==> src/rtl/gru_step_sequencer.sv <==
// gru_step_sequencer: control FSM that time-multiplexes one shared MAC across the six
// GRU matrix-vector half-jobs (W_i*x and W_h*h for gates r, z, n) for each timestep.
// Ports:
//   clk, reset (async, active-low)
//   start / seq_len / busy / done        : sequence launch and completion
//   h_init                               : datapath loads initial h
//   x_valid / x_ready                    : x vector input handshake
//   mac_en/first/sel_h/gate/row/col      : MAC strobes and operand select
//   w_addr                               : weight-memory address for the current beat
//   acc_cap                              : accumulator capture after each half-job
//   act_start / act_done                 : activation / h' stage handshake
//   h_we / h_row                         : h register file write-back
//   y_valid / y_ready / step_idx         : y output handshake and current timestep
// Assumes IN_DIM >= HID_DIM so the column counter also covers the h half-job.
module gru_step_sequencer #(
  parameter int unsigned IN_DIM  = 4,
  parameter int unsigned HID_DIM = 2,
  parameter int unsigned LEN_W   = 8,
  parameter int unsigned ADDR_W  = $clog2(3 * HID_DIM * (IN_DIM + HID_DIM)),
  localparam int unsigned ROW_W  = (HID_DIM > 1) ? $clog2(HID_DIM) : 1,
  localparam int unsigned COL_W  = (IN_DIM > 1) ? $clog2(IN_DIM) : 1
) (
  input  logic              clk,
  input  logic              reset,
  input  logic              start,
  input  logic [LEN_W-1:0]  seq_len,
  output logic              busy,
  output logic              done,
  output logic              h_init,
  input  logic              x_valid,
  output logic              x_ready,
  output logic              mac_en,
  output logic              mac_first,
  output logic              mac_sel_h,
  output logic [1:0]        mac_gate,
  output logic [ROW_W-1:0]  mac_row,
  output logic [COL_W-1:0]  mac_col,
  output logic [ADDR_W-1:0] w_addr,
  output logic              acc_cap,
  output logic              act_start,
  input  logic              act_done,
  output logic              h_we,
  output logic [ROW_W-1:0]  h_row,
  output logic              y_valid,
  input  logic              y_ready,
  output logic [LEN_W-1:0]  step_idx
);

  localparam int unsigned ROW_STRIDE  = IN_DIM + HID_DIM;
  localparam int unsigned GATE_STRIDE = HID_DIM * ROW_STRIDE;

  typedef enum logic [3:0] {
    S_IDLE, S_INIT, S_LOAD, S_MAC, S_CAP, S_ACT, S_WAIT, S_UPD, S_OUT, S_FIN
  } state_e;

  state_e state_q, state_d;

  logic [LEN_W-1:0]  seq_len_q, seq_len_d;
  logic [LEN_W-1:0]  step_q, step_d;
  logic [1:0]        gate_q, gate_d;
  logic [ROW_W-1:0]  row_q, row_d;
  logic              sel_h_q, sel_h_d;
  logic [COL_W-1:0]  col_q, col_d;
  logic [ROW_W-1:0]  hrow_q, hrow_d;

  logic busy_q, busy_d, done_q, done_d, h_init_q, h_init_d, x_ready_q, x_ready_d;
  logic mac_en_q, mac_en_d, mac_first_q, mac_first_d, acc_cap_q, acc_cap_d;
  logic act_start_q, act_start_d, h_we_q, h_we_d, y_valid_q, y_valid_d;
  logic [ADDR_W-1:0] w_addr_q, w_addr_d;

  logic col_last, row_last, gate_last, hrow_last, step_last;

  assign col_last  = (col_q == (sel_h_q ? COL_W'(HID_DIM - 1) : COL_W'(IN_DIM - 1)));
  assign row_last  = (row_q == ROW_W'(HID_DIM - 1));
  assign gate_last = (gate_q == 2'd2);
  assign hrow_last = (hrow_q == ROW_W'(HID_DIM - 1));
  assign step_last = (step_q == (seq_len_q - LEN_W'(1)));

  // Next-state / counter logic; outputs are decoded from the next state so the
  // registered outputs line up with the state they describe.
  always_comb begin
    state_d   = state_q;
    seq_len_d = seq_len_q;
    step_d    = step_q;
    gate_d    = gate_q;
    row_d     = row_q;
    sel_h_d   = sel_h_q;
    col_d     = col_q;
    hrow_d    = hrow_q;

    case (state_q)
      S_IDLE: begin
        if (start) begin
          seq_len_d = seq_len;
          step_d    = '0;
          state_d   = (seq_len == '0) ? S_FIN : S_INIT;
        end
      end
      S_INIT: begin
        step_d  = '0;
        state_d = S_LOAD;
      end
      S_LOAD: begin
        if (x_valid) begin
          gate_d  = '0;
          row_d   = '0;
          sel_h_d = 1'b0;
          col_d   = '0;
          state_d = S_MAC;
        end
      end
      S_MAC: begin
        if (col_last) begin
          col_d   = '0;
          state_d = S_CAP;
        end else begin
          col_d = col_q + COL_W'(1);
        end
      end
      // Advance half -> row -> gate after each accumulator capture.
      S_CAP: begin
        state_d = S_MAC;
        if (!sel_h_q) begin
          sel_h_d = 1'b1;
        end else begin
          sel_h_d = 1'b0;
          if (!row_last) begin
            row_d = row_q + ROW_W'(1);
          end else begin
            row_d = '0;
            if (gate_last) begin
              gate_d  = '0;
              state_d = S_ACT;
            end else begin
              gate_d = gate_q + 2'd1;
            end
          end
        end
      end
      S_ACT: state_d = S_WAIT;
      S_WAIT: begin
        if (act_done) begin
          hrow_d  = '0;
          state_d = S_UPD;
        end
      end
      S_UPD: begin
        if (hrow_last) begin
          hrow_d  = '0;
          state_d = S_OUT;
        end else begin
          hrow_d = hrow_q + ROW_W'(1);
        end
      end
      S_OUT: begin
        if (y_ready) begin
          if (step_last) begin
            state_d = S_FIN;
          end else begin
            step_d  = step_q + LEN_W'(1);
            state_d = S_LOAD;
          end
        end
      end
      S_FIN:   state_d = S_IDLE;
      default: state_d = S_IDLE;
    endcase

    busy_d      = (state_d != S_IDLE);
    done_d      = (state_d == S_FIN);
    h_init_d    = (state_d == S_INIT);
    x_ready_d   = (state_d == S_LOAD);
    mac_en_d    = (state_d == S_MAC);
    mac_first_d = (state_d == S_MAC) && (col_d == '0);
    acc_cap_d   = (state_d == S_CAP);
    act_start_d = (state_d == S_ACT);
    h_we_d      = (state_d == S_UPD);
    y_valid_d   = (state_d == S_OUT);
    w_addr_d    = ADDR_W'(gate_d) * ADDR_W'(GATE_STRIDE)
                + ADDR_W'(row_d) * ADDR_W'(ROW_STRIDE)
                + (sel_h_d ? ADDR_W'(IN_DIM) : ADDR_W'(0))
                + ADDR_W'(col_d);
  end

  // State, counters and output registers.
  always_ff @(posedge clk or negedge reset) begin
    if (!reset) begin
      state_q     <= S_IDLE;
      seq_len_q   <= '0;
      step_q      <= '0;
      gate_q      <= '0;
      row_q       <= '0;
      sel_h_q     <= 1'b0;
      col_q       <= '0;
      hrow_q      <= '0;
      busy_q      <= 1'b0;
      done_q      <= 1'b0;
      h_init_q    <= 1'b0;
      x_ready_q   <= 1'b0;
      mac_en_q    <= 1'b0;
      mac_first_q <= 1'b0;
      acc_cap_q   <= 1'b0;
      act_start_q <= 1'b0;
      h_we_q      <= 1'b0;
      y_valid_q   <= 1'b0;
      w_addr_q    <= '0;
    end else begin
      state_q     <= state_d;
      seq_len_q   <= seq_len_d;
      step_q      <= step_d;
      gate_q      <= gate_d;
      row_q       <= row_d;
      sel_h_q     <= sel_h_d;
      col_q       <= col_d;
      hrow_q      <= hrow_d;
      busy_q      <= busy_d;
      done_q      <= done_d;
      h_init_q    <= h_init_d;
      x_ready_q   <= x_ready_d;
      mac_en_q    <= mac_en_d;
      mac_first_q <= mac_first_d;
      acc_cap_q   <= acc_cap_d;
      act_start_q <= act_start_d;
      h_we_q      <= h_we_d;
      y_valid_q   <= y_valid_d;
      w_addr_q    <= w_addr_d;
    end
  end

  assign busy      = busy_q;
  assign done      = done_q;
  assign h_init    = h_init_q;
  assign x_ready   = x_ready_q;
  assign mac_en    = mac_en_q;
  assign mac_first = mac_first_q;
  assign mac_sel_h = sel_h_q;
  assign mac_gate  = gate_q;
  assign mac_row   = row_q;
  assign mac_col   = col_q;
  assign w_addr    = w_addr_q;
  assign acc_cap   = acc_cap_q;
  assign act_start = act_start_q;
  assign h_we      = h_we_q;
  assign h_row     = hrow_q;
  assign y_valid   = y_valid_q;
  assign step_idx  = step_q;

endmodule
==> config.mk <==
export PLATFORM = sky130hd
export DESIGN_NAME = gru_step_sequencer
export DESIGN_NICKNAME = d
export VERILOG_FILES = /design/src/rtl/gru_step_sequencer.sv
export SDC_FILE = /design/constraint.sdc
export NUM_CORES = 1
export LEC_CHECK = 0
export ABC_AREA = 1
export CAP_MARGIN = 40
export CORE_MARGIN = 2
export CORE_UTILIZATION = 45
export CTS_CLUSTER_SIZE = 40
export DETAILED_ROUTE_END_ITERATION = 8
export PLACE_DENSITY = 0.76
export RECOVER_POWER = 100
export REMOVE_ABC_BUFFERS = 1
export SKIP_LAST_GASP = 1
export SLEW_MARGIN = 0
export SYNTH_ARGS = -nofsm -noshare
export SYNTH_HDL_FRONTEND = slang
export SYNTH_SLANG_ARGS = --single-unit
==> constraint.sdc <==
create_clock -name clk -period 5.35 [get_ports clk]
set_input_delay 1.07 -clock clk [delete_from_list [all_inputs] [get_ports clk]]
set_output_delay 1.07 -clock clk [all_outputs]
set_load 0.1 [all_outputs]
Word level (Yosys, flattened, before mapping)
Index checks and enable logic that the tools add are counted.

$add $sub $neg: 9. Multiply operators: 2. Eq/ne operators: 23. Mux-type cells: 36. Reduce and logical (&&, ||, !) cells: 10.

Operator list (number): 4-bit case mux with 9 select lines (1); 4-bit 2-to-1 mux (8); 4-bit by 3-bit == test with 1-bit output (second input constant) (7); 8-bit 2-to-1 mux (3); 8-bit case mux with 3 select lines (1); 4-bit by 2-bit == test with 1-bit output (second input constant) (4); 2-bit 2-to-1 mux (7); 4-bit == test (second input constant) (3); 3-bit 2-to-1 mux (4); 8-bit by 1-bit adder with 8-bit output (second input constant) (1); 4-bit by 1-bit == test with 1-bit output (second input constant) (2); 8-bit == test (1); 8-bit zero test (1); 2-bit != test (second input constant) (4); 2-bit case mux with 2 select lines (2); 8-bit by 1-bit subtractor with 8-bit output (second input constant) (1); 1-bit 2-to-1 mux (7); 6-bit by 2-bit adder with 6-bit output (1); 6-bit by 3-bit adder with 6-bit output (1); 6-bit by 4-bit adder with 6-bit output (1); 1-bit case mux with 2 select lines (3); 2-bit by 1-bit adder with 2-bit output (second input constant) (2); 4-bit zero test (1); 2-bit by 2-bit multiplier with 4-bit output (second input constant) (1); other kinds (11) (13).

Register bits after elaboration: 43. Input bits: 14. Output and inout bits: 31. Logic and storage cells: 99.

Depth between registers and ports, before layout
Word-level depth: 9. Gate-level depth with buffers: 15. Mapped depth without buffers: 14.

Worst setup path before layout
Ideal clock, no wire load.

Path kind: reg-to-reg. Start: reg sel_h_q, in the netlist mac_sel_h. End: reg w_addr_q[4], in the netlist w_addr[4]. Library setup time: 0.123 ns. Arrival: 2.931 ns. Required time: 5.227 ns. Slack: 2.296 ns. Cell stages (with the launch flop): 13. Buffers on the path: 0. Period minus slack after synthesis: 3.054 ns. Cells stage by stage: dfrtp_1 -> nand2_1 -> inv_1 -> a21oi_1 -> nand3b_1 -> o21ai_0 -> inv_1 -> fa_1 -> inv_1 -> ha_1 -> inv_1 -> fa_1 -> xnor2_1.

Cells in the longest elaborated chain, start to end: 6. Elaborated cells on any way between the ends: 17. Classes of those cells: 3 x add/sub; 2 x mul; 1 x eq/ne; 11 x mux.

Ends and longest elaborated chain: start, declared (line 62) `logic sel_h_q, sel_h_d;`; start signal, assigned (line 213) `sel_h_q <= sel_h_d;`; 2-bit 2-to-1 mux (line 123) `if (!sel_h_q) begin`; 2-bit case mux with 2 select lines (line 91) `case (state_q)`; net gate_d[0] (line 60) `logic [1:0] gate_q, gate_d;`; 2-bit by 2-bit multiplier with 4-bit output (line 179) `w_addr_d = ADDR_W'(gate_d) * ADDR_W'(GATE_STRIDE)`; 6-bit by 4-bit adder with 6-bit output (line 180) `+ ADDR_W'(row_d) * ADDR_W'(ROW_STRIDE)`; 6-bit by 3-bit adder with 6-bit output (line 181) `+ (sel_h_d ? ADDR_W'(IN_DIM) : ADDR_W'(0))`; 6-bit by 2-bit adder with 6-bit output (line 182) `+ ADDR_W'(col_d);`; net w_addr_d[4] (line 69) `logic [ADDR_W-1:0] w_addr_q, w_addr_d;`; end signal, assigned (line 226) `w_addr_q <= w_addr_d;`; end, declared (line 69).

The timed path passes the listed nets, and every way through them passes these cells. A chain may end at the register's enable or synchronous reset.

Worst setup path after layout
Start: in x_valid. End: reg w_addr_q[4], in the netlist w_addr[4].

Cells in the longest elaborated chain, start to end: 6. Elaborated cells on any way between the ends: 14. Classes of those cells: 3 x add/sub; 2 x mul; 9 x mux.

Ends and longest elaborated chain: start, declared (line 30) `input logic x_valid,`; 2-bit 2-to-1 mux (line 104) `if (x_valid) begin`; 2-bit case mux with 2 select lines (line 91); net gate_d[0] (line 60); 2-bit by 2-bit multiplier with 4-bit output (line 179); 6-bit by 4-bit adder with 6-bit output (line 180); 6-bit by 3-bit adder with 6-bit output (line 181); 6-bit by 2-bit adder with 6-bit output (line 182); net w_addr_d[4] (line 69).

The timed path passes the listed nets, and every way through them passes these cells.

==> summary.txt <==
Outcome
  – Status: finished, violations left
  – Failing checks: capacitance limit, slew limit

Routing
  – WL met3: approximately 170 um
  – ANT nets after route: 0
  – Routed WL: about 5.6 mm
  – Vias per Instance: roughly 4.8
  – Met2 routed WL: 2.83 mm
  – DR top layer: met4
  – Post-route DRC: 0
  – Vias: 2108
  – Drt pass-1 iters: 4
  – Wire per inst: about 13 um
  – Met1 Routed Length: 2.45 mm
  – Number of DRC markers in iteration 0: 87

Synth
  – Largest cells by area after synthesis: dfrtp_1 (42%), nand2_1 (7.7%), inv_1 (5.4%), nand3_1 (4.8%), nor2_1 (3.6%)
  – Post-Synthesis Cell Area: around 0.0025 mm^2
  – #FFs+latches synth: 42
  – Xor-xnor portion of the synthesized cell area: approximately 3.1%
  – Area leader, netlist: dfrtp_1
  – Sequential element share of the synthesized area: between 40% and 50%
  – Compound-Gate Fraction of Synth Area: under 10%
  – Async SR Flop Fraction: 100%
  – Top post-synthesis cells by count: nand2_1 (51), dfrtp_1 (42), inv_1 (36)
  – Simple-Gate Fraction of Synth Area: a little under a third
  – Mux cell area share after synthesis: less than 1%
  – EDFF count, synth: 0
  – Yosys top cell area share: ~42%
  – Yosys warns: 0
  – Adder-cell share of the synthesized area: a little over 5%
  – Most frequent cell after synthesis: nand2_1
  – Mean Syn Cell Area: around 8.6 um^2
  – Largest family of logic cells by synthesized area: simple AND/OR/NAND/NOR gates
  – Primary FF master, synth: dfrtp_1
  – Distinct cells, synth: 44
  – Synthesized instance count: just under 300

Timing
  – Final Cycle Share: between 60% and 70%
  – Fmax: 0.299 GHz
  – Unrepaired setup endpoints after global routing: false
  – Min Tclk post-route: 3340 ps
  – Relative slew slack: -22.2%
  – Final Max Tran Viols: 35
  – Clock skew: between 7 and 8 ps
  – Least-Margin Pin Slew: 1830 ps
  – Hold Fails Final Rpt: 0
  – Setup TNS: 0 ps
  – Final setup vio count: 0

Floorplanning
  – IO Pins: 45
  – Die Ht: roughly 78 um
  – Starting Density: between 40% and 50%
  – Core Box Area: approximately 0.0054 mm^2
  – # rows: 27
  – Die Footprint: roughly 0.006 mm^2
  – Chip width: ~80 um

Clock tree
  – Sink Count: 42
  – Reg clk slew, reported paths: roughly 80 ps
  – # Post-CTS Setup Buffers: 0
  – CTS Buf Count: 5
  – Max clock buf depth: 2
  – Root buffer cell: clkbuf_8
  – H-tree depth: 2
  – CTS tree: yes
  – Worst-Skew Late Latency: approximately 300 ps
  – Post-CTS Resized: 0
  – CTS Hold Bufs: 0

GRT
  – Vias in the first global route: around 2200
  – Global-route wire length before repair: ~9.7 mm
  – Gr ovfl total: 0
  – Initial antenna violation count: 0
  – GRT Overall Usage: roughly 20%
  – Largest net degree at the start of global routing: 35

Setup path
  – Critical path peak fanout: 4
  – CP dominant cell by count: inv_1
  – CP Class: primary input to register
  – Cells along the critical path: dlygate4sd3_1 -> nand3_1 -> nand2_1 -> o21ai_0 -> inv_1 -> fa_1 -> inv_1 -> ha_1 -> inv_1 -> fa_1 -> xnor2_1
  – Worst path arrival time: approximately 3500 ps
  – Worst-path cell with the longest stage delay: dlygate4sd3_1
  – CP required: 5540 ps
  – CP Capture Type: register
  – Worst setup SP type: primary input
  – Critical Path Max Stage Delay: ~570 ps

Flow run
  – Number of max-cap violations: 1

Power
  – NetSw: around 0.77 mW
  – Logic pwr share: between 50% and 60%
  – Reg power frac: between 30% and 40%
  – Design internal power: roughly 0.76 mW
  – Clk pwr share: between 10% and 20%
  – Switch share: around 50%
  – Static leakage: between 1.5 and 2 nW
  – Max VDD drop: 377 uV
  – Power Density: about 480 mW/mm^2

Final layout
  – Area delta synth->final: 27.9%
  – Share of layout cells above drive strength 1: a little over an eighth
  – Fin cells: between 400 and 500
  – N_diodes: 0
  – Sequential standard cell area: about 0.0011 mm^2
  – Final core occ: between 50% and 60%
  – Nets: 391
  – Multi-input gate area: 0.00116 mm^2
  – Fillers: between 500 and 600

Placement
  – Port Buf Inserts: 44
  – Placer Congestion: roughly 0.86
  – HPWL Detailed: between 4 and 5 mm
  – Placed cell count: roughly 430

Hold path
  – HP Class: register to register
[cell families after synthesis]
logic type      Yosys count
buf+inv                  50
compound gates           32
simple gates            149
flops                    42
fa+ha+maj                 9
mux                       1
xor+xnor                  8
[cells in the final DEF (no fill, tap or decap), types with 2 or more instances in the layout]
cell             count
nor2_4               3
clkdlybuf4s50_1     33
clkbuf_1            28
nand2_1             53
nand3_1             25
o21ai_2              2
ha_1                 7
nand2_4              2
nor3_1               8
xor2_1               4
fa_1                 2
dlygate4sd3_1       10
clkbuf_8             5
inv_1               39
nor4_1               2
or2_2                4
inv_2                5
a21oi_1             12
nor2_2               2
o21ai_0              9
buf_8                6
nand2_2             12
nor2_1              27
nand4_1              2
nand3b_1             4
dfrtp_1             42
xnor2_1              3
[path summary, 6_finish.rpt]
check	to	from	depth (start not counted)	slack (ps)
max in group asynchronous	state_q[1]	reset	2	2560
hold / removal	act_start	mac_gate[0]	1	510
hold reg to reg	act_start	mac_gate[0]	1	510
setup reg to reg	w_addr[4]	state_q[3]	14	2550
min in group asynchronous	step_idx[4]	reset	1	710
setup / recovery	w_addr[4]	x_valid	11	2010
[flip-flops by register name (all words and copies together), names as in the netlist]
signal and flops:
x_ready 1, y_valid 1, seq_len_q 8, step_idx 8, busy 1, mac_col 1, mac_row 1, act_start 1
h_row 1, mac_first 1, h_we 1, w_addr 6, mac_gate 2, acc_cap 1, mac_sel_h 1, mac_en 1
state_q 4, done 1, h_init 1
[worst max-delay path: cells and delay by family]
kind                     cells  cell delay [ps]
AO/OA/AOI/OAI                1              340
XOR/XNOR                     1              130
adder cells (fa/ha/maj)      3              980
buffers and inverters        4              830
AND/OR/NAND/NOR              2              180
[stage by stage]
step / total power, mW / hold slack [ps] / setup slack [ps] / instance area [um^2]
6_report: 1.53 / 510 / 2010 / 3190
5_1_grt: 1.64 / 542 / 1860 / 3190
4_1_cts: 1.68 / 502 / 2130 / 3560
3_5_place_dp: 1.42 / 490 / 1800 / 3450
3_3_place_gp: 1.28 / 488 / 1940 / 2970
2_1_floorplan: 1.11 / 501 / 2300 / 2440
[per-layer routing]
layer,track usage (%),up-vias
met4,8.07,0
met5,0,-
met1,24.2,970
met2,35.6,41
met3,3.79,11
li1,-,1086
[power by group through the flow]
| stage | Clock [mW] | Sequential (mW) | Combinational (mW) |
|---|---|---|---|
| floorplan | 0 | 0.719 | 0.390 |
| global placement | 0 | 0.467 | 0.815 |
| detailed placement | 0 | 0.468 | 0.955 |
| CTS | 0.259 | 0.462 | 0.960 |
| global route | 0.271 | 0.470 | 0.896 |
| finish | 0.253 | 0.461 | 0.820 |
[area by class of cell]
type / instances / area share, %
Clock buffer: 6 / 2.27
Clock inverter: 2 / 1.18
Inverter: 44 / 5.17
Tap cell: 72 / 2.82
Timing Repair Buffer: 76 / 19.5
Sequential cell: 42 / 32.9
Multi-Input combinational cell: 199 / 36.2
Note: power is estimated with default switching activity, not from simulation.
